==> src/rtl/sap_ir_pkg.sv <==
// Shared types and helpers for the multi-byte SAP instruction register:
// the assembly FSM state type, the opcode-to-operand-count table and the
// default bus fill value.
package sap_ir_pkg;

    typedef enum logic [1:0] {
        IDLE    = 2'd0,
        OPERAND = 2'd1,
        READY   = 2'd2
    } ir_state_e;

    // Undriven bus value; callers slice this down to their word width.
    localparam logic [63:0] IR_FILL_DEFAULT = 64'hFFFF_FFFF_FFFF_FFFF;

    // Operand count for an opcode of width opw, clamped to max_ops.
    // MSB=0 -> 0, top bits 10 -> 1, top bits 11 -> 2, all-ones (HLT) -> 0.
    function automatic int op_len(input logic [31:0] opcode, input int opw, input int max_ops);
        logic [31:0] mask;
        logic [31:0] top;
        logic [31:0] next_bit;
        int          len;
        mask     = (32'd1 << opw) - 32'd1;
        top      = opcode >> (opw - 1);
        next_bit = opcode >> (opw - 2);
        if ((opcode & mask) == mask) begin
            len = 0;
        end else if (top[0] == 1'b0) begin
            len = 0;
        end else if (opw < 2) begin
            len = 1;
        end else if (next_bit[0] == 1'b0) begin
            len = 1;
        end else begin
            len = 2;
        end
        if (len > max_ops) begin
            len = max_ops;
        end
        return len;
    endfunction

endpackage

==> src/rtl/ir_operand_len_decode.sv <==
// Combinational opcode-to-operand-count decoder. Kept as its own block so a
// SAP variant can swap the length table without touching the register.
module ir_operand_len_decode
    import sap_ir_pkg::*;
#(
    parameter int OPCODE_W     = 4,
    parameter int MAX_OPERANDS = 2,
    parameter int CNT_W        = 2
) (
    input  logic [OPCODE_W-1:0] i_opcode,
    output logic [CNT_W-1:0]    o_len
);

    // Table lookup with clamping to the configured operand limit.
    always_comb begin
        o_len = CNT_W'(op_len(32'(i_opcode), OPCODE_W, MAX_OPERANDS));
    end

endmodule

==> src/rtl/instr_assembly_register.sv <==
// Multi-byte instruction register: captures an opcode word from the W bus,
// collects its operand words, and hands the assembled instruction to the
// controller with an instr_ready/consume handshake.
// Optional feature macro: IR_FLUSH_EN adds a synchronous flush input that
// abandons a partial instruction while keeping opcode/imm.
module instr_assembly_register
    import sap_ir_pkg::*;
#(
    parameter int                WORD_W       = 8,
    parameter int                OPCODE_W     = 4,
    parameter int                MAX_OPERANDS = 2,
    parameter logic [WORD_W-1:0] FILL_VAL     = IR_FILL_DEFAULT[WORD_W-1:0]
) (
    input  logic                                CLK,
    input  logic                                CLR,
    input  logic                                Li_bar,
    input  logic                                Ei_bar,
    input  logic                                consume,
`ifdef IR_FLUSH_EN
    input  logic                                flush,
`endif
    input  logic [WORD_W-1:0]                   bus_in,
    output logic [OPCODE_W-1:0]                 opcode_out,
    output logic [WORD_W-OPCODE_W-1:0]          imm_out,
    output logic [MAX_OPERANDS*WORD_W-1:0]      operands_out,
    output logic [$clog2(MAX_OPERANDS+1)-1:0]   n_operands,
    output logic                                instr_ready,
    output logic                                busy,
    output logic                                overrun,
    output logic [WORD_W-1:0]                   bus_out
);

    localparam int CNT_W = $clog2(MAX_OPERANDS + 1);
    localparam int IMM_W = WORD_W - OPCODE_W;

    ir_state_e                    r_state;
    ir_state_e                    w_next_state;
    logic [OPCODE_W-1:0]          r_opcode;
    logic [IMM_W-1:0]             r_imm;
    logic [MAX_OPERANDS*WORD_W-1:0] r_operands;
    logic [CNT_W-1:0]             r_n_ops;
    logic [CNT_W-1:0]             r_idx;
    logic                         r_ready;
    logic                         r_busy;
    logic                         r_overrun;

    logic                         w_load;
    logic                         w_flush;
    logic [CNT_W-1:0]             w_len;
    logic                         w_cap_op;
    logic                         w_cap_operand;
    logic                         w_set_ovr;
    logic                         w_clear;

    assign w_load = ~Li_bar;

`ifdef IR_FLUSH_EN
    assign w_flush = flush;
`else
    assign w_flush = 1'b0;
`endif

    ir_operand_len_decode #(
        .OPCODE_W     (OPCODE_W),
        .MAX_OPERANDS (MAX_OPERANDS),
        .CNT_W        (CNT_W)
    ) u_len_decode (
        .i_opcode (bus_in[WORD_W-1 -: OPCODE_W]),
        .o_len    (w_len)
    );

    // Assembly state register.
    always_ff @(posedge CLK or posedge CLR) begin
        if (CLR) begin
            r_state <= IDLE;
        end else begin
            r_state <= w_next_state;
        end
    end

    // Next-state and datapath control; flush outranks load and consume.
    always_comb begin
        w_next_state  = r_state;
        w_cap_op      = 1'b0;
        w_cap_operand = 1'b0;
        w_set_ovr     = 1'b0;
        w_clear       = 1'b0;
        if (w_flush) begin
            w_next_state = IDLE;
            w_clear      = 1'b1;
        end else begin
            case (r_state)
                IDLE: begin
                    if (w_load) begin
                        w_cap_op     = 1'b1;
                        w_next_state = (w_len == '0) ? READY : OPERAND;
                    end else begin
                        w_next_state = IDLE;
                    end
                end
                OPERAND: begin
                    if (w_load) begin
                        w_cap_operand = 1'b1;
                        if ((r_idx + CNT_W'(1)) == r_n_ops) begin
                            w_next_state = READY;
                        end else begin
                            w_next_state = OPERAND;
                        end
                    end else begin
                        w_next_state = OPERAND;
                    end
                end
                READY: begin
                    if (consume && w_load) begin
                        // Back-to-back: the load is the next opcode.
                        w_cap_op     = 1'b1;
                        w_next_state = (w_len == '0) ? READY : OPERAND;
                    end else if (consume) begin
                        w_next_state = IDLE;
                    end else if (w_load) begin
                        w_set_ovr    = 1'b1;
                        w_next_state = READY;
                    end else begin
                        w_next_state = READY;
                    end
                end
                default: begin
                    w_next_state = IDLE;
                end
            endcase
        end
    end

    // Instruction fields, handshake flags and sticky overrun.
    always_ff @(posedge CLK or posedge CLR) begin
        if (CLR) begin
            r_opcode   <= '0;
            r_imm      <= '0;
            r_operands <= '0;
            r_n_ops    <= '0;
            r_idx      <= '0;
            r_ready    <= 1'b0;
            r_busy     <= 1'b0;
            r_overrun  <= 1'b0;
        end else begin
            r_ready <= (w_next_state == READY);
            r_busy  <= (w_next_state == OPERAND);
            if (w_set_ovr) begin
                r_overrun <= 1'b1;
            end
            if (w_clear) begin
                r_operands <= '0;
                r_n_ops    <= '0;
                r_idx      <= '0;
            end else if (w_cap_op) begin
                r_opcode   <= bus_in[WORD_W-1 -: OPCODE_W];
                r_imm      <= bus_in[IMM_W-1:0];
                r_operands <= '0;
                r_n_ops    <= w_len;
                r_idx      <= '0;
            end else if (w_cap_operand) begin
                for (int k = 0; k < MAX_OPERANDS; k++) begin
                    if (r_idx == CNT_W'(k)) begin
                        r_operands[k*WORD_W +: WORD_W] <= bus_in;
                    end
                end
                r_idx <= r_idx + CNT_W'(1);
            end
        end
    end

    // Bus drive: first operand if any, otherwise the zero-extended immediate.
    always_comb begin
        if (Ei_bar) begin
            bus_out = FILL_VAL;
        end else if (r_n_ops != '0) begin
            bus_out = r_operands[WORD_W-1:0];
        end else begin
            bus_out = WORD_W'(r_imm);
        end
    end

    assign opcode_out   = r_opcode;
    assign imm_out      = r_imm;
    assign operands_out = r_operands;
    assign n_operands   = r_n_ops;
    assign instr_ready  = r_ready;
    assign busy         = r_busy;
    assign overrun      = r_overrun;

endmodule

==> config.mk <==
export PLATFORM = sky130hd
export DESIGN_NAME = instr_assembly_register
export DESIGN_NICKNAME = d
export VERILOG_FILES = /design/src/rtl/sap_ir_pkg.sv /design/src/rtl/ir_operand_len_decode.sv /design/src/rtl/instr_assembly_register.sv
export SDC_FILE = /design/constraint.sdc
export NUM_CORES = 1
export LEC_CHECK = 0
export CAP_MARGIN = 20
export CORE_UTILIZATION = 25
export CTS_CLUSTER_SIZE = 24
export DETAILED_ROUTE_END_ITERATION = 7
export GPL_TIMING_DRIVEN = 0
export PLACE_DENSITY = 0.5
export SLEW_MARGIN = 40
export SYNTH_ARGS = -nofsm -noshare
export SYNTH_HDL_FRONTEND = slang
export SYNTH_HIERARCHICAL = 1
export SYNTH_SLANG_ARGS = --single-unit
==> constraint.sdc <==
create_clock -name CLK -period 1.5 [get_ports CLK]
set_input_delay 0.3 -clock CLK [delete_from_list [all_inputs] [get_ports CLK]]
set_output_delay 0.3 -clock CLK [all_outputs]
set_load 0.02 [all_outputs]
==> run summary, run 1 <==
status: finished, violations left
failing checks: setup timing
initial antenna violation count: 0
max-slew violation count: 0
Final Critical Period: 1.90 ns
Final #Nets: 219
Reg power frac: 31.2%
Syn. warnings: 6
CTS clk-pin slew, worst paths: 0.06 ns
crit path DAT: 1.60 ns
Slew @ Worst Pin: 0.689 ns
first-pass GRT wire length: 6.85 mm
Max Freq: 527 MHz
top_reg_cell synth: dfrtp_1
GRT Util Overall: 13.9%
height of the die: 82.2 um
Worst setup SP type: flip-flop
area grow syn2layout: 50.2%
CP max FO: 6
total power: 5230 uW
vias in the first global route: 1339
Crit-path slowest cell: dfrtp_2
htree depth: 2
Die X: 82.2 um
Initial Util: 26.5%
Final Hold Viols: 0
# IOs: 50
R2R Setup Slk: 0.06 ns
Data required, critical path: 1.20 ns
top-area cell type share of the netlist area: 51.3%
Core ar.: 6060 um^2
Peak VDD IR: 0.857 mV
Clk Latency, worst-skew pair: 0.28 ns
worst r2r dst: instr_ready
ratio of cells with drive above 1 in the final layout: 30.4%
Pint: 3060 uW
sequential fraction of the synthesis area: 51.3%
WS Path Type: reg2out
DRT iter0 DRCs: 78
CP peak stage delay: 0.41 ns
clock share of power: 12.9%
# rows: 28
Via Count: 1277
CTS root buffer: clkbuf_8
Logic pwr share: 55.9%
CTS tree: built
top cells by area, synth: dfrtp_1 51%, mux2i_1 10%, mux2_2 5.6%, o21ai_0 4.0%, inv_1 3.0%
clock tree buffer depth: 2
cell area after synthesis: 1610 um^2
Port Buffer Count: 48
Yosys top cell by area: dfrtp_1
switch share: 41.4%
full die area: 6760 um^2
Setup WS post-layout: -0.396 ns
Post-synth EDFFs: 0
Clock Skews: 0.00270 ns
total gr overflow: 0
Num CTS Buffers: 5
PwrDens: 2160 nW/um^2
diodes inserted: 0
Hold WS: 0.441 ns
RSZ-0062 raised after global routing: true
static leakage: 0.00116 uW
Vias per Instance: 4.58
cts hold-fix bufs: 0
syn avg cell area: 11.4 um^2
Sw Pwr: 2170 uW
Worst setup EP type: output port
CTS Sinks: 33
Routed Antenna Nets: 0
final WL: 4.27 mm
Async S/R FF share, synth: 100%
Yosys reg bits: 33
Relative slew margins: 54.0%
most frequent cells after synthesis: 33 x dfrtp_1, 16 x mux2i_1, 13 x inv_1, 13 x o21ai_0, 11 x nor2_1
Synth cell types: 33
post-synthesis cell count: 141
DRC viols: 0
fin crit share: 126%
top-count cell post-synth: dfrtp_1
Mapped Nets: 156
crit path cell chain: or2_1, buf_6, and2_4, a211o_4, buf_6
final setup vio count: 8
Reg2Reg Launch Point: r_idx[0]
depth of the most critical reg-to-reg path: 4
drt first pass iters: 4
worst hold-check path type: in2async
crit-path most repeated cell: buf_6
Max Cap Viol: 0
DR WL/cell: 15.3 um
placer congestion estimate: 0.742
post-detail-place hpwl: 3.04 mm
largest net degree at the start of global routing: 34
==> power by group through the flow <==
stage	Sequential, uW	Combinational [uW]	Clock, uW
6_report	1630	2920	673
5_1_grt	1700	3130	736
4_1_cts	1640	2840	705
3_5_place_dp	1680	2890	0
3_3_place_gp	1660	2860	0
2_1_floorplan	2060	1290	0
==> worst max-delay path, delay by kind of cell (launching register included) <==
kind | cells | cell delay, ns
compound gates | 1 | 0.26
buf+inv | 2 | 0.26
flops | 1 | 0.41
simple gates | 2 | 0.39
==> repair_timing <==
action / 4_1_cts / 5_1_grt
setup endpoints to repair: 41 / 26
gates cloned: 0 / 0
pin swaps: 3 / 5
resized for setup: 81 / 11
setup buffers: 6 / 2
==> layer usage <==
layer  part of all wire, %  track usage, %  vias up
met5                     0               0        -
met2                    49            23.6       42
met4                   1.3            4.39        0
met1                    44            17.1      621
met3                   5.4            3.63        5
li1                      -               -      609
==> final cells by class <==
type	instances	area [um^2]
well taps	75	93.8
flip-flops and latches	33	830
inverters	13	48.8
fillers	602	3640
clock buffers	7	86.3
repair buffers	56	538
plain buffers	8	62.6
multi-input cells	87	757
==> how the worst max path moves through the flow <==
stage | start | endpoint | slack, ns | cells past startpoint
2_1_floorplan | n_operands[1] | bus_out[0] | -0.06 | 4
3_3_place_gp | n_operands[1] | bus_out[1] | -0.55 | 5
3_5_place_dp | n_operands[1] | bus_out[2] | -0.55 | 5
4_1_cts | n_operands[0] | bus_out[1] | -0.42 | 5
5_1_grt | n_operands[1] | bus_out[1] | -0.44 | 5
6_report | n_operands[1] | bus_out[1] | -0.40 | 5
==> sequential cells by signal, indices dropped and copies added, names as in the netlist <==
register      flops
busy              1
imm_out           4
instr_ready       1
n_operands        2
opcode_out        4
operands_out     16
overrun           1
r_idx             2
r_state           2
==> cells in the final DEF, fill, tap and decap left out, types with 3 or more instances in the layout <==
master	instances
a211o_4	4
a21o_1	4
and2_4	4
buf_4	9
buf_6	9
clkbuf_8	6
clkdlybuf4s50_1	10
dfrtp_1	30
dfrtp_2	3
dlygate4sd2_1	28
inv_1	12
mux2_2	8
mux2i_1	16
nor2_1	11
o21ai_0	11
==> logic make-up (layout without fill, tap and decap cells) <==
logic type                 count (synthesis)  in the layout  share of synthesized area, %
adders and majority gates                  2              2                          1.55
buffers and inverters                     21             84                          6.22
AOI/OAI and AO/OA                         30             30                          12.5
xor gates and xnor gates                   2              2                          1.09
DFF                                       33             33                          51.3
muxes                                     26             26                          17.4
and+or+nand+nor                           27             27                          9.88
==> metrics by stage <==
step | instances | worst slack [ns] | utilization, % | TNS [ns] | cell area [um^2]
after floorplan | 141 | -0.0615 | - | -0.246 | 1660
after global placement | 264 | -0.548 | 36.9 | -21.54 | 2240
after detailed placement | 264 | -0.547 | 36.9 | -11.02 | 2240
after CTS | 277 | -0.419 | 39.1 | -2.79 | 2370
after global routing | 279 | -0.439 | 39.9 | -3.06 | 2420
final | 279 | -0.396 | 39.9 | -2.68 | 2420
No activity file was read; power rests on OpenSTA's default activity.
==> inputs of run 2 (changes only) <==
Settings changed: CORE_ASPECT_RATIO set to 0.8, PLACE_DENSITY 0.5 to not set, SLEW_MARGIN 40 to 20.
==> run 2 against run 1 <==
Cell area rose by 0.31%; combinational power about the same; clock skew is 0.0049 ns higher; critical path depth unchanged; die area about the same; the run still ends with setup timing left; largest power group unchanged; non-clock buffer count is 3 higher; wire length fell by 4.3%; power is 0.12% lower.
==> run summary, run 2 (synthesis results as in run 1) <==
status: finished, violations left
failing checks: setup timing
Critical Path Start: n_operands[1]
RSZ-0062 raised after global routing: true
Die X: 91.7 um
Critical path buffers and inverters: 2
most frequent cells in the layout: 31 x dfrtp_1, 27 x dlygate4sd2_1, 16 x mux2i_1, 14 x buf_4
R2R Setup Slk: 0.05 ns
max reg flops: 16
Worst setup SP type: flip-flop
CP max FO: 6
Port Buffer Count: 48
Data required, critical path: 1.20 ns
GRT Util Overall: 13.1%
Setup WS post-layout: -0.389 ns
vias in the first global route: 1275
depth of the most critical reg-to-reg path: 4
Logic pwr share: 56.1%
Max Cap Viol: 0
crit-path most repeated cell: buf_6
Reg2Reg Launch Point: r_state[0]
family with the most delay on the worst path: flip-flops
diodes inserted: 0
largest net degree at the start of global routing: 34
Num CTS Buffers: 5
CTS clk-pin slew, worst paths: 0.07 ns
DRT iter0 DRCs: 37
Routed Antenna Nets: 0
CTS tree: built
CP peak stage delay: 0.40 ns
filler cell count: 617
Vias per Instance: 4.39
drt first pass iters: 4
setup_tns: -2.58 ns
Worst path depth: 5
Peak VDD IR: 0.870 mV
htree depth: 2
max-slew violation count: 0
DR WL/cell: 14.1 um
Slew @ Worst Pin: 0.705 ns
DRC viols: 0
crit path DAT: 1.59 ns
final setup vio count: 8
cts hold-fix bufs: 0
post-route insts no fill: 289
post-detail-place hpwl: 2.79 mm
dpl cells: 270
Crit-path slowest cell: dfrtp_2
Via Count: 1270
final WL: 4.09 mm
Final #Nets: 222
Final Critical Period: 1.89 ns
Core ar.: 6070 um^2
CTS root buffer: clkbuf_8
clock share of power: 13.1%
crit path cell chain: or2_1, buf_6, and2_4, a211o_4, buf_6
Relative slew margins: 52.9%
worst r2r dst: n_operands[0]
worst hold-check path type: in2async
PwrDens: 2150 nW/um^2
placer congestion estimate: 0.769
# rows: 25
Sw Pwr: 2150 uW
switch share: 41.2%
Final Hold Viols: 0
WS Path Type: reg2out
total gr overflow: 0
area grow syn2layout: 50.6%
Pint: 3070 uW
Reg power frac: 30.8%
fin crit share: 126%
height of the die: 73.8 um
Worst setup EP type: output port
Max Freq: 529 MHz
Initial Util: 26.5%
Clk Latency, worst-skew pair: 0.28 ns
static leakage: 0.00116 uW
CTS Sinks: 33
Clock Skews: 0.00762 ns
clock tree buffer depth: 2
post-layout util: 39.9%
full die area: 6760 um^2
ratio of cells with drive above 1 in the final layout: 32.2%
most common cell after layout, fill and taps aside: dfrtp_1
first-pass GRT wire length: 6.69 mm
# IOs: 50
initial antenna violation count: 0
==> run 2: changes by cell type in the layout (fill, tap and decap cells not counted), sizes merged <==
| cell | delta |
|---|---|
| dlymetal6s2s | -1 |
| dlygate4sd2 | -1 |
| clkbuf | +2 |
| clkdlybuf4s50 | +1 |
| buf | +3 |
==> run 2: metal layers <==
layer	vias to the layer above	track usage (%)	share of wire (%)
met1	609	17.9	51
met2	41	20.1	42
met4	0	3.13	0.76
met5	-	0	0
met3	5	4.55	6.0
li1	615	-	-
==> run 2: power groups by stage <==
stage | sequential [uW] | clock, uW | combinational (uW)
final | 1610 | 682 | 2930
after detailed placement | 1660 | 0 | 2880
after floorplan | 2060 | 0 | 1290
after global routing | 1670 | 768 | 3150
after global placement | 1660 | 0 | 2850
after CTS | 1610 | 711 | 2860
==> run 2: through the flow <==
stage | setup WS, ns | hold WS, ns | total power [uW] | instance area [um^2]
final | -0.389 | 0.443 | 5220 | 2420
after global routing | -0.437 | 0.491 | 5580 | 2420
after CTS | -0.406 | 0.455 | 5170 | 2380
after detailed placement | -0.565 | 0.462 | 4540 | 2240
after global placement | -0.548 | 0.458 | 4520 | 2240
after floorplan | -0.0615 | 0.429 | 3350 | 1660
==> run 2: how the worst max path moves through the flow <==
| stage | to | slack [ns] |
|---|---|---|
| final | bus_out[3] | -0.39 |
| after global routing | bus_out[3] | -0.44 |
| after CTS | bus_out[3] | -0.41 |
| after detailed placement | bus_out[2] | -0.56 |
| after global placement | bus_out[1] | -0.55 |
| after floorplan | bus_out[0] | -0.06 |
==> run 2: layout make-up <==
class	count	area [um^2]	area share [%]
sequential	33	828	34.2
multi-input combinational	87	767	31.6
timing repair buffer	59	529	21.8
tap	81	101	4.18
clock buffer	8	90.1	3.72
buffer	8	58.8	2.43
inverter	13	48.8	2.01
==> run 2: timing repair <==
| action | 4_1_cts | 5_1_grt |
|---|---|---|
| cloned | 0 | 0 |
| pin swaps | 7 | 3 |
| buffers inserted | 10 | 1 |
| resized for setup | 80 | 12 |
| setup endpoints to repair | 41 | 15 |
==> inputs of run 3 (changes only) <==
Settings changed: ABC_CLOCK_PERIOD_IN_PS set to 1500, RECOVER_POWER set to 50.
==> run 3 against run 2 <==
Clock power is essentially flat; the flow still finishes with violations (setup timing); sequential power hardly changed; non-clock buffer count is the same; sequential share of layout area about the same; clock-buffer cell count is the same; cell area fell by 0.10%; cell count unchanged; fmax increased by 0.11%; register-to-register slack lost 0.07 ns; sequential cell count stayed put; worst setup slack improved by 0.0020 ns; critical endpoint unchanged; critical path depth stayed put.
==> run summary, run 3 (synthesis results as in run 1) <==
ratio of cells with drive above 1 in the final layout: 31.7%
Routed Antenna Nets: 0
fin crit share: 126%
static leakage: 0.00116 uW
CTS root buffer: clkbuf_8
CTS clk-pin slew, worst paths: 0.07 ns
max reg flops: 16
Vias per Instance: 4.40
largest net degree at the start of global routing: 34
vias in the first global route: 1275
Setup WS post-layout: -0.387 ns
Core ar.: 6070 um^2
Data required, critical path: 1.20 ns
Worst setup SP type: flip-flop
Port Buffer Count: 48
RSZ-0062 raised after global routing: true
initial antenna violation count: 0
placer congestion estimate: 0.769
GRT Util Overall: 13.1%
most common cell after layout, fill and taps aside: dfrtp_1
DRT iter0 DRCs: 35
Final #Nets: 222
Max Freq: 530 MHz
# IOs: 50
full die area: 6760 um^2
CP max FO: 6
Final Critical Period: 1.89 ns
Num CTS Buffers: 5
Initial Util: 26.5%
# rows: 25
PwrDens: 2150 nW/um^2
clock tree buffer depth: 2
WS Path Type: reg2out
post-detail-place hpwl: 2.79 mm
crit path DAT: 1.59 ns
Via Count: 1273
status: finished, violations left
Die X: 91.7 um
max-slew violation count: 0
Peak VDD IR: 0.869 mV
worst hold-check path type: reg2reg
Clock Skews: 0.00627 ns
Hold WS: 0.465 ns
final WL: 4.09 mm
htree depth: 2
CTS tree: built
CTS Sinks: 33
Relative slew margins: 53.0%
DRC viols: 0
first-pass GRT wire length: 6.69 mm
final setup vio count: 18
Max Cap Viol: 0
diodes inserted: 0
total gr overflow: 0
Clk Latency, worst-skew pair: 0.28 ns
DR WL/cell: 14.2 um
height of the die: 73.8 um
area grow syn2layout: 50.5%
Final Hold Viols: 0
Slew @ Worst Pin: 0.704 ns
Worst setup EP type: output port
failing checks: setup timing
total power: 5210 uW
most frequent cells in the layout: 31 x dfrtp_1, 27 x dlygate4sd2_1, 16 x mux2i_1, 14 x buf_4
drt first pass iters: 4
run 3: through the flow:
step	setup slack (ns)	instances	util, %	instance area [um^2]	TNS [ns]
2_1_floorplan	-0.0615	141	-	1660	-0.246
3_3_place_gp	-0.548	270	37.0	2240	-20.86
3_5_place_dp	-0.565	270	37.0	2240	-9.92
4_1_cts	-0.406	288	39.2	2380	-2.76
5_1_grt	-0.437	289	39.9	2420	-4.18
6_report	-0.387	289	39.9	2420	-2.81
run 3: per-layer routing:
metal | up-vias | share of wire, % | global-route usage [%]
met4 | 0 | 0.76 | 3.13
met3 | 5 | 6.3 | 4.55
met1 | 613 | 51 | 17.9
met2 | 40 | 42 | 20.1
met5 | - | 0 | 0
li1 | 615 | - | -
run 3: layout make-up:
type	count	area (um^2)
fill	616	3650
sequential	33	828
multi-input combinational	87	764
timing repair buffer	59	529
tap	81	101
clock buffer	8	90.1
buffer	8	58.8
inverter	13	48.8
run 3: path summary, 6_finish.rpt:
check	from	end	slack, ns	cells after the start
worst min register to register	overrun	overrun	0.46	1
min in group asynchronous	CLR	operands_out[14]	0.58	2
max in group asynchronous	CLR	n_operands[0]	0.41	2
worst max register to register	r_state[1]	n_operands[0]	-0.02	4
worst max-delay path	n_operands[1]	bus_out[3]	-0.39	5
worst min-delay path	overrun	overrun	0.46	1
run 3: what timing repair did:
item	CTS	global route
endpoints found under the hold margin	0	0
buffers inserted	10	1
pin swaps	7	3
resized for setup	80	12
hold buffers	0	0
endpoints found under the setup margin	41	15
run 3: critical path, cell delays in order (launching register included):
cell,delay (ns)
dfrtp_2,0.40
or2_1,0.23
buf_6,0.14
and2_4,0.15
a211o_4,0.26
buf_6,0.13
run 3: where the power goes:
group          internal, uW  switching (uW)
clock network           374             307
registers              1310             297
logic                  1380            1550
